`src/rtl/rpn_pkg.sv`:
```
// Shared encodings for the RPN sequencer: token kinds, opcodes and FSM states.
package rpn_pkg;

  localparam logic [1:0] KIND_NUM = 2'b00;
  localparam logic [1:0] KIND_OP  = 2'b01;
  localparam logic [1:0] KIND_EQ  = 2'b10;
  localparam logic [1:0] KIND_RSV = 2'b11;

  localparam logic [2:0] OPC_ADD = 3'b000;
  localparam logic [2:0] OPC_SUB = 3'b001;
  localparam logic [2:0] OPC_AND = 3'b010;
  localparam logic [2:0] OPC_OR  = 3'b011;
  localparam logic [2:0] OPC_XOR = 3'b100;
  localparam logic [2:0] OPC_MUL = 3'b101;

  typedef enum logic [3:0] {
    ST_IDLE,
    ST_PUSH,
    ST_POP_B,
    ST_LAT_B,
    ST_POP_A,
    ST_LAT_A,
    ST_EXEC,
    ST_POP_R,
    ST_LAT_R
  } state_t;

endpackage

```
`src/rtl/rpn_alu.sv`:
```
// Combinational RPN operator unit: r = a op b modulo 2^WIDTH, plus opcode legality.
// Define RPN_MUL_EN to make opcode 101 a multiply (low WIDTH bits); otherwise it is illegal.
module rpn_alu
  import rpn_pkg::*;
#(
  parameter int WIDTH = 8
) (
  input  logic [WIDTH-1:0] a,
  input  logic [WIDTH-1:0] b,
  input  logic [2:0]       op,
  output logic [WIDTH-1:0] r,
  output logic             legal
);

  always_comb begin
    r     = '0;
    legal = 1'b1;
    case (op)
      OPC_ADD: r = a + b;
      OPC_SUB: r = a - b;
      OPC_AND: r = a & b;
      OPC_OR:  r = a | b;
      OPC_XOR: r = a ^ b;
`ifdef RPN_MUL_EN
      OPC_MUL: r = a * b;
`else
      OPC_MUL: legal = 1'b0;
`endif
      default: legal = 1'b0;
    endcase
  end

endmodule

```
`src/rtl/rpn_sequencer.sv`:
```
// Reverse-Polish token evaluator driving an external push/pop stack.
// Optional multiply opcode is enabled by defining RPN_MUL_EN (handled inside rpn_alu).
module rpn_sequencer
  import rpn_pkg::*;
#(
  parameter int WIDTH = 8
) (
  input  logic             clk,
  input  logic             reset,
  input  logic             tok_valid,
  output logic             tok_ready,
  input  logic [1:0]       tok_kind,
  input  logic [WIDTH-1:0] tok_data,
  output logic             stk_push,
  output logic             stk_pop,
  output logic [WIDTH-1:0] stk_data_in,
  input  logic [WIDTH-1:0] stk_data_out,
  input  logic             stk_empty,
  output logic             res_valid,
  output logic [WIDTH-1:0] res_data,
  output logic             err
);

  state_t           state, state_nxt;
  logic [WIDTH-1:0] opa, opb;
  logic [2:0]       op_r;
  logic [2:0]       op_sel;
  logic [WIDTH-1:0] alu_r;
  logic             alu_legal;
  logic             accept;

  assign accept = tok_valid && tok_ready;
  // In IDLE the ALU only judges the incoming opcode; in EXEC it computes with the latched one.
  assign op_sel = (state == ST_IDLE) ? tok_data[2:0] : op_r;

  rpn_alu #(.WIDTH(WIDTH)) u_alu (
    .a     (opa),
    .b     (opb),
    .op    (op_sel),
    .r     (alu_r),
    .legal (alu_legal)
  );

  always_comb begin
    state_nxt = state;
    tok_ready = 1'b0;
    stk_push  = 1'b0;
    stk_pop   = 1'b0;
    case (state)
      ST_IDLE: begin
        tok_ready = 1'b1;
        if (tok_valid) begin
          case (tok_kind)
            KIND_NUM: state_nxt = ST_PUSH;
            KIND_OP:  state_nxt = alu_legal ? ST_POP_B : ST_IDLE;
            KIND_EQ:  state_nxt = ST_POP_R;
            default:  state_nxt = ST_IDLE;
          endcase
        end
      end
      ST_PUSH: begin
        stk_push  = 1'b1;
        state_nxt = ST_IDLE;
      end
      ST_POP_B: begin
        stk_pop   = !stk_empty;
        state_nxt = stk_empty ? ST_IDLE : ST_LAT_B;
      end
      ST_LAT_B: state_nxt = stk_empty ? ST_IDLE : ST_POP_A;
      ST_POP_A: begin
        stk_pop   = 1'b1;
        state_nxt = ST_LAT_A;
      end
      ST_LAT_A: state_nxt = ST_EXEC;
      ST_EXEC:  state_nxt = ST_PUSH;
      ST_POP_R: begin
        stk_pop   = !stk_empty;
        state_nxt = stk_empty ? ST_IDLE : ST_LAT_R;
      end
      ST_LAT_R: state_nxt = ST_IDLE;
      default:  state_nxt = ST_IDLE;
    endcase
  end

  // Control and every visible output register: cleared asynchronously.
  always_ff @(posedge clk or posedge reset) begin
    if (reset) begin
      state       <= ST_IDLE;
      stk_data_in <= '0;
      res_valid   <= 1'b0;
      res_data    <= '0;
      err         <= 1'b0;
    end else begin
      state     <= state_nxt;
      res_valid <= (state == ST_LAT_R);
      if (state == ST_IDLE && accept && tok_kind == KIND_NUM)
        stk_data_in <= tok_data;
      if (state == ST_EXEC)
        stk_data_in <= alu_r;
      if (state == ST_LAT_R)
        res_data <= stk_data_out;
      if ((state == ST_IDLE && accept && tok_kind == KIND_OP && !alu_legal) ||
          (state == ST_POP_B && stk_empty) ||
          (state == ST_LAT_B && stk_empty) ||
          (state == ST_POP_R && stk_empty))
        err <= 1'b1;
    end
  end

  // Operand datapath: no reset needed, always written before use.
  always_ff @(posedge clk) begin
    if (state == ST_IDLE && accept && tok_kind == KIND_OP)
      op_r <= tok_data[2:0];
    if (state == ST_LAT_B)
      opb <= stk_data_out;
    if (state == ST_LAT_A)
      opa <= stk_data_out;
  end

endmodule
```
`config.mk`:
```
export PLATFORM = sky130hd
export DESIGN_NAME = rpn_sequencer
export DESIGN_NICKNAME = d
export VERILOG_FILES = /design/src/rtl/rpn_pkg.sv /design/src/rtl/rpn_alu.sv /design/src/rtl/rpn_sequencer.sv
export SDC_FILE = /design/constraint.sdc
export NUM_CORES = 1
export LEC_CHECK = 0
export CORE_ASPECT_RATIO = 1.1
export CORE_UTILIZATION = 65
export DETAILED_ROUTE_END_ITERATION = 12
export DONT_BUFFER_PORTS = 1
export HOLD_SLACK_MARGIN = 0.08
export PLACE_DENSITY = 0.83
export SLEW_MARGIN = 20
export SYNTH_ARGS = -nofsm -noshare
export SYNTH_HDL_FRONTEND = slang
export SYNTH_SLANG_ARGS = --single-unit
```
`constraint.sdc`:
```
create_clock -name clk -period 6.1 [get_ports clk]
set_input_delay 1.22 -clock clk [delete_from_list [all_inputs] [get_ports clk]]
set_output_delay 1.22 -clock clk [all_outputs]
set_load 0.05 [all_outputs]
```
==> results <==
- Clock latency on the worst-skew pair, taken at its later pin, is 0.29 ns.
- The area growth from synthesis to layout is 6.359%.
- The wire-length estimate of the detail-placed layout is 3.843 mm.
- The first global-routing pass estimated 8.742 mm of wire.
- The number of endpoints with negative hold slack in the final report is 0.
- For the worst setup path, the data required time is 4.88 ns.
- For this design, the CTS-stage hold fixing added 0 buffers.
- For this run, the number of Yosys warnings is 0.
- Derived from the worst setup path, the maximum achievable clock frequency is 0.2842 GHz.
- Across the run, the number of max-cap violations was 0.
- The post-place setup slack is 2.598 ns.
- The average wire length per cell after detail routing is 16.72 um.
- The startpoint kind of the worst setup timing path is an input pin.
- Using the TritonRoute via totals, the vias-per-cell ratio works out to 6.252.
- The number of placed cells counting well taps is 305.
- The endpoint kind of the worst setup timing path is a primary output.
- The worst ir drop on vdd is 261.3 uV.
- The count of flip-flops with a built-in enable after synthesis is 19.
- The overall track demand over capacity in global routing is 25.84%.
- The sink count of the clock tree is 41.
- Sorting the synthesized cells by area gives the leading types as sky130_fd_sc_hd__edfxtp_1, sky130_fd_sc_hd__dfrtp_1, sky130_fd_sc_hd__ha_1, sky130_fd_sc_hd__mux2_2, sky130_fd_sc_hd__nand2_1.
- The H-tree was split into 2 levels.
- The critical path goes through nor2_1 > a21oi_1 > nor2_1 > a21oi_1 > nor2_1.
- The startpoint identified for the worst register-to-register timing path is state[0]$_DFFE_PP0P_.
- The highest-delay cell along the critical path is sky130_fd_sc_hd__nor2_1.
- Dividing the synthesized area by the synthesized cell count gives 10.30 sq um.
- The post-layout net count is 307.
- The cell type contributing the most total cell area after synthesis is sky130_fd_sc_hd__edfxtp_1.
- The startpoint of the most critical hold path is state[3]$_DFFE_PP0P_.
- The most numerous cell type found on the critical path is sky130_fd_sc_hd__nor2_1.
- The highest net fanout along the worst path is 4.
- The clock root buffer is sky130_fd_sc_hd__clkbuf_8.
- The post-synthesis cell type count is 54.
- The floorplan step defined a die boundary enclosing 4346 sq um.
- The number of global-route vias before repair is 1937.
- The cell area that synthesis handed to floorplanning was 2656 sq um.
- The family with the most delay on the worst path is simple AND/OR/NAND/NOR gates.
- For this run, design rule violations remaining after detail routing come to 0.
- The number of antenna violations at the first check in global routing is 0.
- The antenna violation net count after detailed routing is 0.
- The critical path's largest stage delay is 0.68 ns.
- The number of gates resized after cts is 0.
- The worst path needs 3.519 ns of the cycle, external delays included.
- The maximum number of buffers from clock root to sink is 2.
- After global routing the overflow that remains totals 0.
- The row count is 24.
- From bottom edge to top edge, the die measures 69.05 um.
- The clock slew at the register clock pins of the worst setup and hold paths is 0.08 ns.
- The fraction of synthesized cell area taken by the top area cell type is 21.48%.
- The worst path arrival time is 2.30 ns.
- The commonest cells after synthesis are sky130_fd_sc_hd__nand2_1, sky130_fd_sc_hd__ha_1, sky130_fd_sc_hd__dfrtp_1.
- TritonCTS built the clock tree.
- The worst pin sits at a relative slew slack of 32.78%.
- Setup repair after global routing left no endpoint under its margin.
- Synthesis inferred 41 register bits.
- The standard cell core area is 3934 sq um.
- The first detailed-routing pass ran for 4 iterations.
- The max-slew violation count came to 0.
- The final layout contains routed wiring with a total length of 5.234 mm.
- The number of fill cells in the layout is 273.
- The fraction of final layout cells sized beyond drive strength 1 is 11.11%.
- The maximum number of pins on one net before global-route repair is 23.
- In this run the power density over the cells is 411.1 nW/um^2.
- The tightest hold path in the finished design has a slack of 0.7475 ns.
- The number of violations reported at the end of detailed-routing iteration 0 is 177.
- The worst path meets setup with 2.581 ns of slack.
- The slew of the pin with the lowest slew margin is 0.9802 ns.
- The buffers plus inverters on the worst setup path is 0.
- The total number of vias is 1957.
- The worst setup path is of the input pin to primary output kind.
- The die width is 62.95 um.
- The final total negative setup slack is 0 ns.
- For this run, the leading register cell type out of synthesis is sky130_fd_sc_hd__dfrtp_1.
- For this run, asynchronously set or reset flops after synthesis account for 53.66%.
- Tracing the worst setup path back leads to its startpoint at stk_empty.
- The number of nets handed over by synthesis was 305.
- The analysis attributes to cell leakage a power of 1.233 nW.
- After clock tree synthesis, the setup repair step added 0 buffers.
- The worst clock skew on the final layout is 0.004297 ns.
- The routability congestion estimate from global placement is 0.8892.
- 0 antenna diodes ended up in the layout.
- Counting every instance in the synthesized netlist gives 258.
- The number of standard cells in the final layout excluding fillers is 313.
- The number of top-level pins is 43.
- Buffers inserted during clock tree synthesis total 5.
- The most numerous cell in the Yosys netlist is sky130_fd_sc_hd__nand2_1.
- For this configuration, the core starts out at a cell density of 67.53%.
- Of the available clock period, the critical path in the final layout requires 57.69%.
- Port buffering added 0 buffers.
- The final setup violation count is 0.
- The path category of the worst min-delay check is flop to flop.
- Sequential cells were found to cover 42.20% of the synthesized design area.
- The run finished with clean final reports.
## path summary, 6_finish.rpt
| path | end | slack, ns | cells after the start |
|---|---|---|---|
| min in group asynchronous | stk_data_in[5]$_DFFE_PP0P_ | 0.99 | 1 |
| max in group asynchronous | state[2]$_DFFE_PP0P_ | 4.59 | 1 |
| min reg2reg | state[1]$_DFFE_PP0P_ | 0.75 | 1 |
| min | state[1]$_DFFE_PP0P_ | 0.75 | 1 |
| max reg2reg | stk_data_in[7]$_DFFE_PP0P_ | 2.73 | 11 |
| max | stk_pop | 2.58 | 5 |
## placed cells by master, fill, tap and decap left out, types with 4 or more instances in the layout
cell / netlist / routed
sky130_fd_sc_hd__mux2i_1: 5 / 5
sky130_fd_sc_hd__nor3_1: 6 / 4
sky130_fd_sc_hd__o22ai_1: 6 / 6
sky130_fd_sc_hd__nor2b_1: 5 / 5
sky130_fd_sc_hd__nor2_1: 14 / 14
sky130_fd_sc_hd__o21ai_0: 10 / 10
sky130_fd_sc_hd__a31oi_1: 6 / 6
sky130_fd_sc_hd__edfxtp_1: 19 / 19
sky130_fd_sc_hd__xnor2_1: 8 / 8
sky130_fd_sc_hd__dfrtp_1: 22 / 22
sky130_fd_sc_hd__mux2_2: 11 / 11
sky130_fd_sc_hd__nand2_1: 25 / 25
sky130_fd_sc_hd__clkbuf_8: 0 / 5
sky130_fd_sc_hd__a21oi_1: 13 / 13
sky130_fd_sc_hd__inv_1: 20 / 20
sky130_fd_sc_hd__nand2b_1: 9 / 9
sky130_fd_sc_hd__ha_1: 24 / 24
## area by class of cell
type	count	area, sq um	share of cell area, %
sequential	41	1121	39.68
timing repair buffer	2	15.01	0.5314
inverter	20	75.07	2.657
clock buffer	5	68.82	2.436
tap	52	65.06	2.303
clock inverter	3	41.29	1.461
multi-input combinational	190	1439	50.93
## metrics by stage
stage | util [%] | cell area [sq um] | total power, mW
floorplan | - | 2656 | 0.8709
global placement | 68.89 | 2710 | 0.9309
detailed placement | 68.89 | 2710 | 0.9448
CTS | 71.69 | 2820 | 1.160
global route | 71.82 | 2825 | 1.224
finish | 71.82 | 2825 | 1.162
## flip-flops by register name, indices dropped and copies added, names as in the netlist
name / count
err: 1
state: 4
stk_data_in: 8
opa: 8
res_valid: 1
opb: 8
op_r: 3
res_data: 8
## routing by layer
| layer | up-vias | global-route usage, % | routed length [um] |
|---|---|---|---|
| met5 | - | 0 | 0 |
| met4 | 0 | 10.59 | 118 |
| met3 | 11 | 6.291 | 340 |
| met2 | 75 | 41.70 | 2479 |
| met1 | 932 | 33.04 | 2296 |
| li1 | 939 | - | - |
## cells by family (layout without fill, tap and decap cells)
family	Yosys count	after routing	share of synthesized area, %
XOR/XNOR	11	11	3.627
AO/OA/AOI/OAI	61	61	15.73
flip-flops	41	41	42.20
adder cells (fa/ha/maj)	25	25	12.06
multiplexers	16	16	6.547
AND/OR/NAND/NOR	77	77	15.83
buffers and inverters	27	30	4.004
## power by group
group          switching (mW)  internal, mW
combinational           0.229         0.166
sequential              0.203         0.347
clock                  0.0965         0.120
Power figures use the tool's default switching activity.
